<file path="config.mk">
export PLATFORM = sky130hd
export DESIGN_NAME = esfa_bench_sequencer
export DESIGN_NICKNAME = d
export VERILOG_FILES = /design/src/rtl/esfa_bench_sequencer.sv
export SDC_FILE = /design/constraint.sdc
export NUM_CORES = 1
export LEC_CHECK = 0
export ABC_AREA = 0
export BUFFER_PORTS_ARGS = -buffer_cell sky130_fd_sc_hd__buf_2
export CORE_ASPECT_RATIO = 0.8
export CORE_MARGIN = 2
export CORE_UTILIZATION = 56
export CTS_CLUSTER_DIAMETER = 120
export DETAILED_ROUTE_END_ITERATION = 12
export PLACE_DENSITY = 0.8
export SLEW_MARGIN = 20
export SYNTH_ARGS = -nofsm -noshare
export SYNTH_HDL_FRONTEND = slang
export SYNTH_SLANG_ARGS = --single-unit
</file>
<file path="constraint.sdc">
create_clock -name clk -period 2.5 [get_ports clk]
set_input_delay 0.5 -clock clk [delete_from_list [all_inputs] [get_ports clk]]
set_output_delay 0.5 -clock clk [all_outputs]
set_load 0.005 [all_outputs]
</file>
<file path="src/rtl/esfa_bench_sequencer.sv">
`default_nettype none
// ============================================================================
// Module   : esfa_bench_sequencer
// Purpose  : Runs an array of ESFA DUT channels through ITERATIONS start/done
//            rounds. Checks each channel's result per round, counts the cycles
//            spent running and reports one verdict plus a sticky per-channel
//            failure mask.
// Revision : 1.0 - initial release
// ----------------------------------------------------------------------------
// Ports
//   clk           in   rising-edge clock
//   reset         in   synchronous active-high reset
//   doRun         in   level run request; dropping it mid-run aborts the run
//   isRunning     out  high in LAUNCH, WAIT and CHECK
//   wasSuccessful out  verdict of the last completed run (valid with runDone)
//   runDone       out  set in DONE, held until the next run launches
//   aborted       out  last run ended because doRun fell
//   chStart       out  [NUM_CH] one-cycle start pulse to all channels
//   chDone        in   [NUM_CH] per-channel completion (pulse or level)
//   chOk          in   [NUM_CH] per-channel result, taken with first chDone
//   failMask      out  [NUM_CH] channels that failed in any round of the run
//   iterCount     out  rounds completed in the current or last run
//   cycleCount    out  [CYC_W] running cycles, saturating
// ============================================================================
module esfa_bench_sequencer #(
  parameter int NUM_CH       = 4,
  parameter int ITERATIONS   = 8,
  parameter int TIMEOUT      = 1024,
  parameter int CYC_W        = 32,
  parameter bit STOP_ON_FAIL = 1'b1
) (
  input  logic                              clk,
  input  logic                              reset,
  input  logic                              doRun,
  output logic                              isRunning,
  output logic                              wasSuccessful,
  output logic                              runDone,
  output logic                              aborted,
  output logic [NUM_CH-1:0]                 chStart,
  input  logic [NUM_CH-1:0]                 chDone,
  input  logic [NUM_CH-1:0]                 chOk,
  output logic [NUM_CH-1:0]                 failMask,
  output logic [$clog2(ITERATIONS+1)-1:0]   iterCount,
  output logic [CYC_W-1:0]                  cycleCount
);

  localparam int ITER_W = $clog2(ITERATIONS + 1);
  localparam int TMO_W  = (TIMEOUT > 1) ? $clog2(TIMEOUT) : 1;
  localparam logic [ITER_W-1:0] ITER_LAST = ITER_W'(ITERATIONS);
  localparam logic [TMO_W-1:0]  TMO_LAST  = TMO_W'(TIMEOUT - 1);

  typedef enum logic [2:0] {
    ST_IDLE   = 3'd0,
    ST_LAUNCH = 3'd1,
    ST_WAIT   = 3'd2,
    ST_CHECK  = 3'd3,
    ST_DONE   = 3'd4
  } state_t;

  state_t state, state_nx;

  logic [NUM_CH-1:0] done_lat;
  logic [NUM_CH-1:0] ok_lat;
  logic [TMO_W-1:0]  tmo_cnt;

  logic [NUM_CH-1:0] done_seen;
  logic [NUM_CH-1:0] first_done;
  logic [NUM_CH-1:0] fail_bits;
  logic [ITER_W-1:0] iter_inc;
  logic [CYC_W-1:0]  cyc_inc;
  logic              all_done;
  logic              tmo_hit;
  logic              stop_now;

  // A channel signalling done in the same cycle as the timeout still counts,
  // so the exit decision looks at the latches merged with this cycle's chDone.
  assign done_seen  = done_lat | chDone;
  assign first_done = chDone & ~done_lat;
  assign all_done   = &done_seen;
  assign tmo_hit    = (tmo_cnt == TMO_LAST);
  assign fail_bits  = ~done_lat | ~ok_lat;
  assign iter_inc   = iterCount + ITER_W'(1);
  assign stop_now   = (iter_inc == ITER_LAST) || (STOP_ON_FAIL && (|fail_bits));
  assign cyc_inc    = (cycleCount == '1) ? cycleCount : cycleCount + CYC_W'(1);

  always_comb begin
    state_nx  = state;
    isRunning = 1'b0;
    chStart   = '0;
    case (state)
      ST_IDLE: begin
        if (doRun) state_nx = ST_LAUNCH;
      end
      ST_LAUNCH: begin
        isRunning = 1'b1;
        chStart   = '1;
        state_nx  = doRun ? ST_WAIT : ST_DONE;
      end
      ST_WAIT: begin
        isRunning = 1'b1;
        if (!doRun)                    state_nx = ST_DONE;
        else if (all_done || tmo_hit)  state_nx = ST_CHECK;
      end
      ST_CHECK: begin
        isRunning = 1'b1;
        if (!doRun || stop_now) state_nx = ST_DONE;
        else                    state_nx = ST_LAUNCH;
      end
      ST_DONE: begin
        // Holding here while doRun stays high makes one request one run.
        if (!doRun) state_nx = ST_IDLE;
      end
      default: state_nx = ST_IDLE;
    endcase
  end

  always_ff @(posedge clk) begin
    if (reset) begin
      state         <= ST_IDLE;
      done_lat      <= '0;
      ok_lat        <= '0;
      tmo_cnt       <= '0;
      failMask      <= '0;
      iterCount     <= '0;
      cycleCount    <= '0;
      aborted       <= 1'b0;
      runDone       <= 1'b0;
      wasSuccessful <= 1'b0;
    end else begin
      state <= state_nx;
      case (state)
        ST_IDLE: begin
          if (doRun) begin
            failMask      <= '0;
            iterCount     <= '0;
            cycleCount    <= '0;
            aborted       <= 1'b0;
            runDone       <= 1'b0;
            wasSuccessful <= 1'b0;
          end
        end
        ST_LAUNCH: begin
          // Latches clear here, so any chDone seen during LAUNCH is ignored.
          done_lat   <= '0;
          ok_lat     <= '0;
          tmo_cnt    <= '0;
          cycleCount <= cyc_inc;
          if (!doRun) aborted <= 1'b1;
        end
        ST_WAIT: begin
          cycleCount <= cyc_inc;
          if (!doRun) begin
            aborted <= 1'b1;
          end else begin
            done_lat <= done_seen;
            ok_lat   <= ok_lat | (chOk & first_done);
            tmo_cnt  <= tmo_cnt + TMO_W'(1);
          end
        end
        ST_CHECK: begin
          cycleCount <= cyc_inc;
          // An abort in CHECK discards the round being checked.
          if (!doRun) begin
            aborted <= 1'b1;
          end else begin
            failMask  <= failMask | fail_bits;
            iterCount <= iter_inc;
          end
        end
        ST_DONE: begin
          wasSuccessful <= (failMask == '0) && !aborted;
          runDone       <= 1'b1;
        end
        default: ;
      endcase
    end
  end

endmodule
`default_nettype wire
</file>
==> key figures, run 1 <==
Setup path
  – Critical Path AT: approximately 2.5 ns
  – CP Class: reg -> reg
  – Critical Path Stages: 7
  – CP delay by family, top: simple AND/OR/NAND/NOR gates
  – Worst Setup End Kind: flip-flop
  – Max incr delay on CP: between 0.4 and 0.5 ns
  – CP Data Required Time: 2.78 ns
  – Slowest-stage cell, CP: dfxtp_1
  – R2R depth: 7
  – Crit path buf inv count: 1
  – Worst Setup Start Kind: flip-flop
  – Crit path cell chain: ha_1 -> nand4_1 -> nor3_1 -> o211ai_1 -> buf_4 -> or4_1 -> a21oi_1
  – CP max FO: 11
  – R2R setup slack: about 0.28 ns

Layout
  – Non-Filler Instances: ~550
  – Fin util: 69.52%
  – Register area: 1281 sq um
  – Final instance area: 3841 sq um
  – Nets: around 480
  – Area grow syn2layout: 17.76%
  – Area of the multi-input gates: between 1500 and 2000 sq um
  – Ratio of cells with drive above 1 in the final layout: 20.51%
  – Diode count: 0
  – FILL cells: 482

Power
  – Cell Pwr Density: 567.8 nW/um^2
  – P_sw: 575.9 uW
  – Clock power frac: 42.0%
  – IR drop worst, VDD: 0.0005163 V
  – Int Pwr: ~1.6 mW
  – Switching portion of total power: around a quarter
  – Leakage: 1.474 nW
  – Tot Pwr: approximately 2.2 mW
  – Logic gate share of total power: 9.5%
  – Sequential share of power: 48.4%

Die
  – Cell Rows: 24
  – Die Ht: 72.26 um
  – DIE AREA: 6455 sq um
  – Die W: 89.33 um
  – Starting Density: 59.04%
  – Io pins: 59
  – Core ar.: 5525 sq um

Yosys
  – Post-synth ARST share: 0%
  – Synth warn: 0
  – Netlist cell types: 54
  – Post-Syn Nets: 423
  – Largest cells by area after synthesis: dfxtp_1, a21oi_1, nor2_1
  – Main flop type after synthesis: dfxtp_1
  – Post-Synth XOR/XNOR Area: 2.685%
  – Simple-gate share of the synthesized area: 32.95%
  – Most frequent cell after synthesis: dfxtp_1
  – Flops & latches, synth: 64
  – Synth Area in Compound Gates: 19.10%
  – Mux contribution to synthesized area: 0%
  – EDFF count, synth: 0
  – Area share of the leading cell type in the synthesized netlist: around 40%
  – Sequential area share after synthesis: 39.28%
  – Post-synthesis cell area: 3262 sq um
  – Syn Inst Count: 409
  – Syn_area_per_cell: 7.975 sq um
  – Largest family of logic cells by synthesized area: simple AND/OR/NAND/NOR gates
  – Cell taking the most area after synthesis: dfxtp_1
  – Top cells by count, synth: dfxtp_1, a21oi_1, nor2_1
  – Adder-cell share of the synthesized area: 1.151%

Clocking
  – Hold-fix buffers, CTS: 0
  – Clock Sinks: 64
  – Clk_lat worst skew: 0.35 ns
  – Max Root-Sink Buffers: 2
  – # Post-CTS Setup Buffers: 0
  – CTS Buf Count: 9
  – CTS resizes: 0
  – TritonCTS clock tree: done
  – Clock-pin slew on the worst setup and hold paths: 0.08 ns
  – Root Driver: clkbuf_8
  – H-tree depth: 3

STA
  – Max transition margin: 56.28%
  – Max-slew violation count: 0
  – Period utilization: 88.74%
  – Hold slack: 0.4034 ns
  – RSZ-0062 raised after global routing: no
  – PnR worst setup slack: between 0.2 and 0.3 ns
  – Fmax: between 400 and 500 MHz
  – Hold Fails Final Rpt: 0
  – # setup viols final: 0
  – Worst slew pin tran: 0.6519 ns
  – Setup TNS: 0 ns
  – Worst Skew: approximately 0.0094 ns
  – Final min period: 2.219 ns

Global route
  – Antenna violations before repair: 0
  – Total grt overflow: 0
  – First-pass GRT wire length: 14350 um
  – Total track usage: 28.51%
  – Largest net degree at the start of global routing: 22
  – Vias in the first global route: 3016

Outcome
  – Status: complete, no violations

Detailed routing
  – DRC: 0
  – Drt initial violations: about 300
  – Routed vias/inst: 6.078
  – Via Count: about 3.3k
  – Antenna Nets Post-Route: 0
  – First-pass DRT Iterations: 5
  – Drt wl/cell: between 15 and 20 um
  – Drt total wl: 8599 um

Placement
  – Final HPWL DP: 6043 um
  – Worst slack, placed: 0.1740 ns
  – Port Buf Inserts: 58
  – Placement Cell Area: 3636 sq um
  – RePlAce Congestion: 0.8365
  – Post-Place Cells: 535

Worst hold path
  – Worst min path class: in -> reg
  – Hold path depth: 3

Flow run
  – Max-cap violations: 0
[registers in the layout, indices dropped and copies added (netlist names)]
register and cells:
iterCount 4, state 3, aborted 1, ok_lat 4
cycleCount 32, done_lat 4, runDone 1, failMask 4
wasSuccessful 1, tmo_cnt 10
[cells in the final DEF, fill, tap and decap left out, types with 2 or more instances in the layout]
cell	n
a211oi_1	2
a21oi_1	45
and3_1	11
and4_1	2
buf_2	58
buf_4	13
clkbuf_8	10
clkinvlp_4	2
dfxtp_1	64
ha_1	3
inv_1	7
nand2_1	41
nand2b_1	4
nand3_1	23
nand3b_1	4
nand4_1	12
nor2_1	43
nor2b_1	4
nor3_1	7
nor3b_1	2
nor4_1	6
o211ai_1	4
o21a_1	2
o21ai_0	22
o22ai_1	3
o31ai_1	11
o41ai_1	2
or2_2	3
or3_1	11
or4_1	16
xor2_1	9
[logic make-up (layout without fill, tap and decap cells)]
family	after synthesis	after routing
XOR/XNOR	10	10
adder cells (fa/ha/maj)	3	3
flip-flops	64	64
AO/OA/AOI/OAI	104	104
buffers and inverters	31	95
AND/OR/NAND/NOR	197	197
[final cells by class]
cell class,instances,area share [%]
tap,78,2.541
inverter,7,0.6840
multi-input combinational,314,47.46
clock buffer,10,3.583
clock inverter,6,1.759
sequential,64,33.36
timing repair buffer,72,10.62
[per-layer routing]
| layer | global-route usage (%) | share of wire (%) | vias up |
|---|---|---|---|
| li1 | - | - | 1628 |
| met1 | 40.56 | 46 | 1559 |
| met2 | 41.40 | 44 | 145 |
| met3 | 8.874 | 8.2 | 17 |
| met4 | 8.955 | 1.5 | 0 |
| met5 | 0 | 0 | - |
[worst paths after layout]
check / startpoint / to
max: cycleCount[0]$_SDFFE_PP0P_ / cycleCount[20]$_SDFFE_PP0P_
min: chDone[0] / done_lat[0]$_SDFFE_PP0P_
max reg2reg: cycleCount[0]$_SDFFE_PP0P_ / cycleCount[20]$_SDFFE_PP0P_
min reg2reg: failMask[1]$_SDFFE_PP0P_ / wasSuccessful$_SDFFE_PP0P_
[power groups by stage]
stage	combinational [mW]	clock (mW)	sequential, mW
floorplan	0.135	0	1.08
global placement	0.199	0	1.08
detailed placement	0.203	0	1.08
CTS	0.206	0.929	1.06
global route	0.228	0.981	1.06
finish	0.208	0.916	1.06
[worst reg2reg max path, stage by stage, from the launching register on]
cell      delay [ns]
dfxtp_1         0.41
ha_1            0.26
nand4_1         0.28
nor3_1          0.32
o211ai_1        0.16
buf_4           0.20
or4_1           0.40
a21oi_1         0.15
Power figures use the tool's default switching activity.
==> run 2: changes to the inputs <==
Settings changed: PLACE_DENSITY 0.8 to 0.77.
==> run 2 against run 1 <==
Against the previous run:
- sequential power about the same
- register-to-register slack got worse by 0.02 ns
- routed wire length down 5.9%
- clock-buffer cell count stayed put
- hold slack got worse by 0.0050 ns
- highest routed layer unchanged
==> key figures, run 2 (synthesis results as in run 1) <==
STA
  – RSZ-0062 raised after global routing: no
  – Period utilization: between 80 and 90%
  – Worst Skew: 0.009868 ns
  – PnR worst setup slack: 0.2659 ns
  – Hold Fails Final Rpt: 0
  – # setup viols final: 0
  – Setup TNS: 0 ns
  – Max-slew violation count: 0
  – Fmax: 447.6 MHz
  – Max transition margin: 62.16%
  – Worst slew pin tran: 0.5643 ns
  – Final min period: 2.234 ns

Setup path
  – Launch point of the critical path: cycleCount[0]$_SDFFE_PP0P_
  – Reg-to-Reg End: cycleCount[20]$_SDFFE_PP0P_
  – CP Data Required Time: 2.79 ns
  – Crit path to: cycleCount[20]$_SDFFE_PP0P_
  – Critical Path AT: 2.53 ns
  – Worst Setup Start Kind: flip-flop
  – Worst Setup End Kind: flip-flop
  – R2R setup slack: 0.27 ns
  – CP Class: reg -> reg
  – R2R depth: 7
  – CP max FO: 10
  – FF-to-FF Start: cycleCount[0]$_SDFFE_PP0P_

Layout
  – Nets: 483
  – Max reg flops: 32
  – Ratio of cells with drive above 1 in the final layout: 20.68%
  – Register area: 1281 sq um
  – Largest Register: cycleCount
  – Top Registers: cycleCount (32), tmo_cnt (10)
  – Most common cell after layout, fill and taps aside: dfxtp_1
  – Final instance area: slightly below 4000 sq um
  – Most frequent cells in the layout: dfxtp_1, buf_2, a21oi_1
  – Area grow syn2layout: 18.45%
  – FILL cells: 476
  – Area of the multi-input gates: 1823 sq um
  – Diode count: 0

Detailed routing
  – Drt wl/cell: 14.66 um
  – Routed vias/inst: about 5.9
  – First-pass DRT Iterations: 4
  – Met2 wire length: 3353 um
  – Antenna Nets Post-Route: 0
  – DRC: 0
  – Drt initial violations: about 160
  – WL met3: 520 um
  – Via Count: 3252
  – M1 wire length: 4107 um
  – Top layer reached by signal wires: met4
  – Drt total wl: 8091 um

Worst hold path
  – Worst min path class: in -> reg
  – Hold path depth: 3

Global route
  – First-pass GRT wire length: around 13000 um
  – Antenna violations before repair: 0
  – Vias in the first global route: around 2.8k
  – Total track usage: about a quarter
  – Largest net degree at the start of global routing: 31
  – Total grt overflow: 0

Outcome
  – Status: complete, no violations

Flow run
  – Max-cap violations: 0

Die
  – Cell Rows: 24
  – Core ar.: 5525 sq um
  – Io pins: just under 60
  – DIE AREA: around 6500 sq um
  – Starting Density: 59.04%
  – Die W: 89.33 um
  – Die Ht: about 72 um

Clocking
  – CTS Buf Count: 9
  – Clk_lat worst skew: 0.36 ns
  – TritonCTS clock tree: done
  – Max Root-Sink Buffers: 2
  – Clock-pin slew on the worst setup and hold paths: 0.07 ns
  – Clock Sinks: 64
  – CTS resizes: 0
  – Root Driver: clkbuf_8
  – H-tree depth: 3

Placement
  – RePlAce Congestion: 0.8268
  – Port Buf Inserts: a little under 60
  – Final HPWL DP: approximately 5700 um
  – Placement Cell Area: 3628 sq um
  – Worst slack, placed: 0.1685 ns

Power
  – Cell Pwr Density: approximately 590 nW/um^2
  – IR drop worst, VDD: 0.0003876 V
  – Leakage: 1.493 nW
==> run 2: changes by cell type in the layout (fill, tap and decap cells not counted), sizes merged <==
| cell | delta |
|---|---|
| bufinv | +1 |
| clkinv | +1 |
| clkinvlp | -1 |
| buf | +1 |
| inv | -1 |
==> run 2: how the worst min path moves through the flow <==
stage / startpoint / end
4_1_cts: chDone[1] / done_lat[1]$_SDFFE_PP0P_
3_3_place_gp: runDone$_SDFFE_PP0P_ / runDone$_SDFFE_PP0P_
3_5_place_dp: runDone$_SDFFE_PP0P_ / runDone$_SDFFE_PP0P_
5_1_grt: chDone[1] / done_lat[1]$_SDFFE_PP0P_
2_1_floorplan: ok_lat[3]$_SDFFE_PP0P_ / ok_lat[3]$_SDFFE_PP0P_
6_report: chDone[1] / done_lat[1]$_SDFFE_PP0P_
==> run 2: cell type report <==
class | instances | area share [%]
Tap cell | 78 | 2.526
Timing Repair Buffer | 73 | 10.75
Multi-Input combinational cell | 314 | 47.18
Sequential cell | 64 | 33.16
Inverter | 7 | 0.6801
Clock buffer | 10 | 3.562
Clock inverter | 6 | 2.137
==> run 2: timing repair <==
action	in CTS	in global routing
buffers inserted	0	2
setup endpoints to repair	0	5
hold buffers	0	0
==> run 2: power breakdown <==
part           switching [mW]  total, mW  internal (mW)
sequential             0.0166       1.06           1.04
clock                   0.420       1.00          0.583
combinational           0.128      0.205         0.0764
==> run 2: critical path, stage by stage, from the launching register on <==
cell	delay, ns
dfxtp_1	0.38
ha_1	0.22
nand4_1	0.27
nor3_1	0.40
o211ai_1	0.15
buf_4	0.19
or4_1	0.39
a21oi_1	0.15
==> run 2: layer usage <==
| layer | GRT usage [%] | vias to the layer above |
|---|---|---|
| met5 | 0 | - |
| met4 | 7.960 | 0 |
| met3 | 8.077 | 10 |
| met2 | 35.80 | 89 |
| met1 | 40.80 | 1526 |
| li1 | - | 1627 |
==> run 2: stage by stage <==
step,power [mW],utilization (%),hold WS (ns),cells
2_1_floorplan,1.211,-,0.4401,409
3_3_place_gp,1.278,65.67,0.4555,534
3_5_place_dp,1.282,65.67,0.4582,534
4_1_cts,2.280,69.66,0.3867,550
5_1_grt,2.345,69.93,0.3936,552
6_report,2.264,69.93,0.3984,552
